$ cat src/rtl/udp_packet_builder.sv
// UDP datagram framer: emits an 8-byte UDP header followed by a zero-latency
// pass-through of upstream payload bytes, with valid/ready flow control on both sides.
module udp_packet_builder #(
    parameter int MAX_PAYLOAD = 1472
) (
    input  logic        clk,
    input  logic        rst_n,
    input  logic        start,
    input  logic [15:0] src_port,
    input  logic [15:0] dst_port,
    input  logic [15:0] payload_len,
    input  logic [7:0]  payload_data_in,
    input  logic        payload_valid_in,
    output logic        payload_ready_out,
    input  logic        ready_in,
    output logic [7:0]  data_out,
    output logic        data_valid_out,
    output logic        packet_start_out,
    output logic        data_last,
    output logic        busy,
    output logic        len_error
);

    typedef enum logic [1:0] {
        IDLE,
        HEADER,
        PAYLOAD
    } state_t;

    localparam logic [15:0] MAX_LEN = 16'(MAX_PAYLOAD);

    state_t      state;
    state_t      state_next;
    logic [2:0]  hdr_cnt;
    logic [15:0] pay_cnt;
    logic [15:0] src_q;
    logic [15:0] dst_q;
    logic [15:0] len_q;
    logic [15:0] udp_len;
    logic [7:0]  hdr_byte;
    logic        start_ok;
    logic        start_bad;
    logic        pay_last_hit;

    assign udp_len      = len_q + 16'd8;
    assign start_ok     = start && (payload_len <= MAX_LEN);
    assign start_bad    = start && (payload_len > MAX_LEN);
    assign pay_last_hit = (pay_cnt == len_q - 16'd1);
    assign busy         = (state != IDLE);

    // Checksum bytes 6 and 7 are always zero (checksum not computed).
    always_comb begin
        hdr_byte = 8'h00;
        case (hdr_cnt)
            3'd0:    hdr_byte = src_q[15:8];
            3'd1:    hdr_byte = src_q[7:0];
            3'd2:    hdr_byte = dst_q[15:8];
            3'd3:    hdr_byte = dst_q[7:0];
            3'd4:    hdr_byte = udp_len[15:8];
            3'd5:    hdr_byte = udp_len[7:0];
            default: hdr_byte = 8'h00;
        endcase
    end

    always_ff @(posedge clk or negedge rst_n) begin
        if (!rst_n) begin
            state <= IDLE;
        end else begin
            state <= state_next;
        end
    end

    always_comb begin
        state_next        = state;
        data_out          = 8'h00;
        data_valid_out    = 1'b0;
        packet_start_out  = 1'b0;
        data_last         = 1'b0;
        payload_ready_out = 1'b0;
        case (state)
            IDLE: begin
                if (start_ok) begin
                    state_next = HEADER;
                end
            end
            HEADER: begin
                data_out         = hdr_byte;
                data_valid_out   = 1'b1;
                packet_start_out = (hdr_cnt == 3'd0);
                data_last        = (hdr_cnt == 3'd7) && (len_q == 16'd0);
                if (ready_in && (hdr_cnt == 3'd7)) begin
                    state_next = (len_q == 16'd0) ? IDLE : PAYLOAD;
                end
            end
            PAYLOAD: begin
                data_out          = payload_data_in;
                data_valid_out    = payload_valid_in;
                payload_ready_out = ready_in;
                data_last         = payload_valid_in && pay_last_hit;
                if (payload_valid_in && ready_in && pay_last_hit) begin
                    state_next = IDLE;
                end
            end
            default: begin
                state_next = IDLE;
            end
        endcase
    end

    // Header fields are captured only by an accepted start in IDLE; later starts are ignored.
    always_ff @(posedge clk or negedge rst_n) begin
        if (!rst_n) begin
            hdr_cnt   <= 3'd0;
            pay_cnt   <= 16'd0;
            src_q     <= 16'd0;
            dst_q     <= 16'd0;
            len_q     <= 16'd0;
            len_error <= 1'b0;
        end else begin
            len_error <= (state == IDLE) && start_bad;
            case (state)
                IDLE: begin
                    if (start_ok) begin
                        src_q   <= src_port;
                        dst_q   <= dst_port;
                        len_q   <= payload_len;
                        hdr_cnt <= 3'd0;
                        pay_cnt <= 16'd0;
                    end
                end
                HEADER: begin
                    if (ready_in) begin
                        hdr_cnt <= hdr_cnt + 3'd1;
                    end
                end
                PAYLOAD: begin
                    if (payload_valid_in && ready_in) begin
                        pay_cnt <= pay_cnt + 16'd1;
                    end
                end
                default: begin
                    hdr_cnt <= 3'd0;
                end
            endcase
        end
    end

endmodule

$ cat config.mk
export PLATFORM = sky130hd
export DESIGN_NAME = udp_packet_builder
export DESIGN_NICKNAME = d
export VERILOG_FILES = /design/src/rtl/udp_packet_builder.sv
export SDC_FILE = /design/constraint.sdc
export NUM_CORES = 1
export LEC_CHECK = 0
export CAP_MARGIN = 15
export CELL_PAD_IN_SITES_DETAIL_PLACEMENT = 1
export CELL_PAD_IN_SITES_GLOBAL_PLACEMENT = 2
export CORE_MARGIN = 10
export CORE_UTILIZATION = 36
export CTS_CLUSTER_SIZE = 25
export DETAILED_ROUTE_END_ITERATION = 10
export HOLD_SLACK_MARGIN = 0.02
export PLACE_DENSITY_LB_ADDON = 0.1
export SLEW_MARGIN = 20
export SYNTH_ARGS = -nofsm -noshare
export SYNTH_HDL_FRONTEND = slang
export SYNTH_SLANG_ARGS = --single-unit
$ cat constraint.sdc
create_clock -name clk -period 7.58 [get_ports clk]
set_clock_uncertainty 0.1 [all_clocks]
set_input_delay 0.758 -clock clk [delete_from_list [all_inputs] [get_ports clk]]
set_output_delay 0.758 -clock clk [all_outputs]
set_load 0.02 [all_outputs]
==> metrics.log <==
[metrics] outcome: completed
[metrics] nature of the critical path endpoint: primary output
[metrics] crit path buf inv count: 2
[metrics] CTS max path bufs: 2
[metrics] placed insts: 622
[metrics] number of max-slew violations in the final report: 0
[metrics] fraction of the yosys area taken by sequential cells: a little over 40%
[metrics] via count of the routed design: 3500
[metrics] routability congestion estimate from global placement: 0.8105
[metrics] count of antenna diodes in the layout: 0
[metrics] pin count of the biggest net entering global routing: 71
[metrics] arrival time at the worst endpoint: between 3000 and 4000 ps
[metrics] worst skew pair latency: 340 ps
[metrics] Slowest-stage cell, CP: sky130_fd_sc_hd__clkdlybuf4s50_1
[metrics] most frequent cells in the layout: 73 x sky130_fd_sc_hd__clkdlybuf4s50_1, 70 x sky130_fd_sc_hd__dfrtp_1, 38 x sky130_fd_sc_hd__mux2_2
[metrics] Hold WS: 409.4 ps
[metrics] initial antenna violation count: 0
[metrics] maximum level of the CTS H-tree: 3
[metrics] final standard cell utilization of the core: 47.14%
[metrics] top flip-flop cell by instance count after synthesis: sky130_fd_sc_hd__dfrtp_1
[metrics] clock root buffer: sky130_fd_sc_hd__clkbuf_16
[metrics] post-synthesis cell count: 428
[metrics] area of the core: 11520 um2
[metrics] data required time of the critical path: between 6000 and 7000 ps
[metrics] area growth from synthesis to layout: 27.36%
[metrics] count of fill cells added during filler insertion: 1298
[metrics] minimum period implied by the final worst setup slack: 4705 ps
[metrics] drt first-iter violations: 292
[metrics] CTS tree: done
[metrics] number of clock buffers inserted by TritonCTS: 9
[metrics] std cell rows: 39
[metrics] Starting Density: 37.02%
[metrics] critical path launch point type: register
[metrics] reported leakage power: approximately 2.3 nW
[metrics] routed wirelength normalized by instance count: 20.53 um
[metrics] crit path max fanout: 8
[metrics] post-route DRC violation count: 0
[metrics] power density relative to cell area: 286.8 nW/um2
[metrics] Post-synth EDFFs: 0
[metrics] Slew Limit Headroom: 37.60%
[metrics] post-CTS setup buffers: 0
[metrics] HP Class: register to register
[metrics] DRT antenna net count: 0
[metrics] DRT Pass-1 Iters: 5
[metrics] number of nets produced by synthesis: between 500 and 600
[metrics] critical path's top delay family: simple AND/OR/NAND/NOR gates
[metrics] I/O Buffers: 74
[metrics] final setup violating endpoints: 0
[metrics] worst-margin pin slew: 936.0 ps
[metrics] flip-flop and latch count after synthesis: 70
[metrics] grt total ovfl: 0
[metrics] Sum Neg Setup Slack: 0 ps
[metrics] largest stage delay on the critical path: 630 ps
[metrics] count of non-filler cells in the finished layout: approximately 640
[metrics] summed instance area of the synthesized netlist: ~4300 um2
[metrics] total routed wirelength: 13.08 mm
[metrics] Die X: roughly 130 um
[metrics] synth unique cells: 54
[metrics] final hold vios: 0
[metrics] Async S/R FF share, synth: 100.0%
[metrics] Top-Level Pins: 75
[metrics] cell-by-cell listing of the critical path: inv_1 > ha_1 > or4b_4 > nor4b_1 > xnor2_1 > nand4_1 > or3_1 > nand4bb_1 > a21boi_1 > clkdlybuf4s50_1
[metrics] unrepaired setup endpoints after global routing: no
[metrics] Resized Gates After CTS: 0
[metrics] post-cts hold buffer count: 0
[metrics] vias in the first global route: 3795
[metrics] global-route usage over all layers: 16.20%
[metrics] Peak supply drop: about 0.22 mV
[metrics] final period utilization: between 60% and 70%
[metrics] Final nets: 564
[metrics] Via-to-Cell Ratio: 5.495
[metrics] Die Footprint: 16590 um2
[metrics] clock sinks: 70
[metrics] Yosys warning count: 0
[metrics] die extent in y: 128.8 um
[metrics] fraction of final layout cells with drive strength greater than 1: 13.77%
[metrics] mean post-synth cell area: 9.960 um2
[metrics] half-perimeter wire length after placement: approximately 10 mm
[metrics] max-capacitance violation count: 0
[metrics] peak clock frequency supported by timing: 212.5 MHz
[metrics] most common cell after layout, fill and taps aside: sky130_fd_sc_hd__clkdlybuf4s50_1
[metrics] first-pass GRT wire length: about 21 mm
[metrics] Crit Path Category: register to primary output
[metrics] Clock transition at path regs: around 60 ps
-- kinds of logic (layout without fill, tap and decap cells) --
logic type / count (synthesis) / in the layout / share of synthesized area, %
XOR/XNOR: 41 / 41 / 8.424
adder cells (fa/ha/maj): 13 / 13 / 3.816
AND/OR/NAND/NOR: 146 / 146 / 18.87
flip-flops: 70 / 70 / 41.09
multiplexers: 39 / 39 / 10.39
buffers and inverters: 45 / 111 / 4.168
AO/OA/AOI/OAI: 74 / 74 / 13.24
-- synth_stat cells, drive strengths merged, types with 15 or more instances --
cell	instances	area [um2]
mux2	39	442.9
clkbuf	24	90.09
xnor2	16	140.1
inv	19	71.32
nor2	30	112.6
xor2	25	219.0
o21ai	20	100.1
nand2	28	105.1
nand3	15	75.07
dfrtp	70	1752
-- path summary, 6_finish.rpt --
check,startpoint,endpoint,slack [ps],cells past startpoint
setup reg to reg,len_q[3],state[1],4320,9
hold reg to reg,dst_q[6],dst_q[6],410,1
max in group asynchronous,rst_n,src_q[6],6220,2
min in group asynchronous,rst_n,len_error,530,2
setup / recovery,len_q[3],data_last,2880,10
hold / removal,dst_q[6],dst_q[6],410,1
-- flip-flops by register name, summed over array words and instances, names as in the netlist --
register and cells:
pay_cnt 16, hdr_cnt 3, state 2, dst_q 16, len_q 16, len_error 1
src_q 16
-- metrics by stage --
step	setup WS, ps	power, mW	area, um2
after CTS	2862	1.570	5429
after global routing	2602	1.660	5429
after global placement	3423	1.084	5106
final	2875	1.557	5429
after detailed placement	3257	1.099	5106
after floorplan	4036	0.9014	4263
-- report_power, final --
part | internal (mW) | total, mW | switching (mW)
clock network | 0.303 | 0.466 | 0.163
registers | 0.461 | 0.572 | 0.111
logic | 0.243 | 0.519 | 0.276
-- metal layers --
layer | global-route usage (%) | vias up | part of all wire (%)
li1 | - | 1666 | -
met1 | 20.65 | 1756 | 46
met2 | 26.67 | 69 | 49
met3 | 3.860 | 9 | 4.5
met4 | 4.816 | 0 | 1.2
met5 | 0 | - | 0
-- cell type report --
type | count | area (um2) | area share (%)
clock inverter | 4 | 70.07 | 1.291
clock buffer | 11 | 252.7 | 4.655
tap | 143 | 178.9 | 3.296
timing repair buffer | 77 | 758.2 | 13.97
sequential | 70 | 1752 | 32.27
multi-input combinational | 313 | 2346 | 43.21
inverter | 19 | 71.32 | 1.314
No activity file was read; power rests on OpenSTA's default activity.
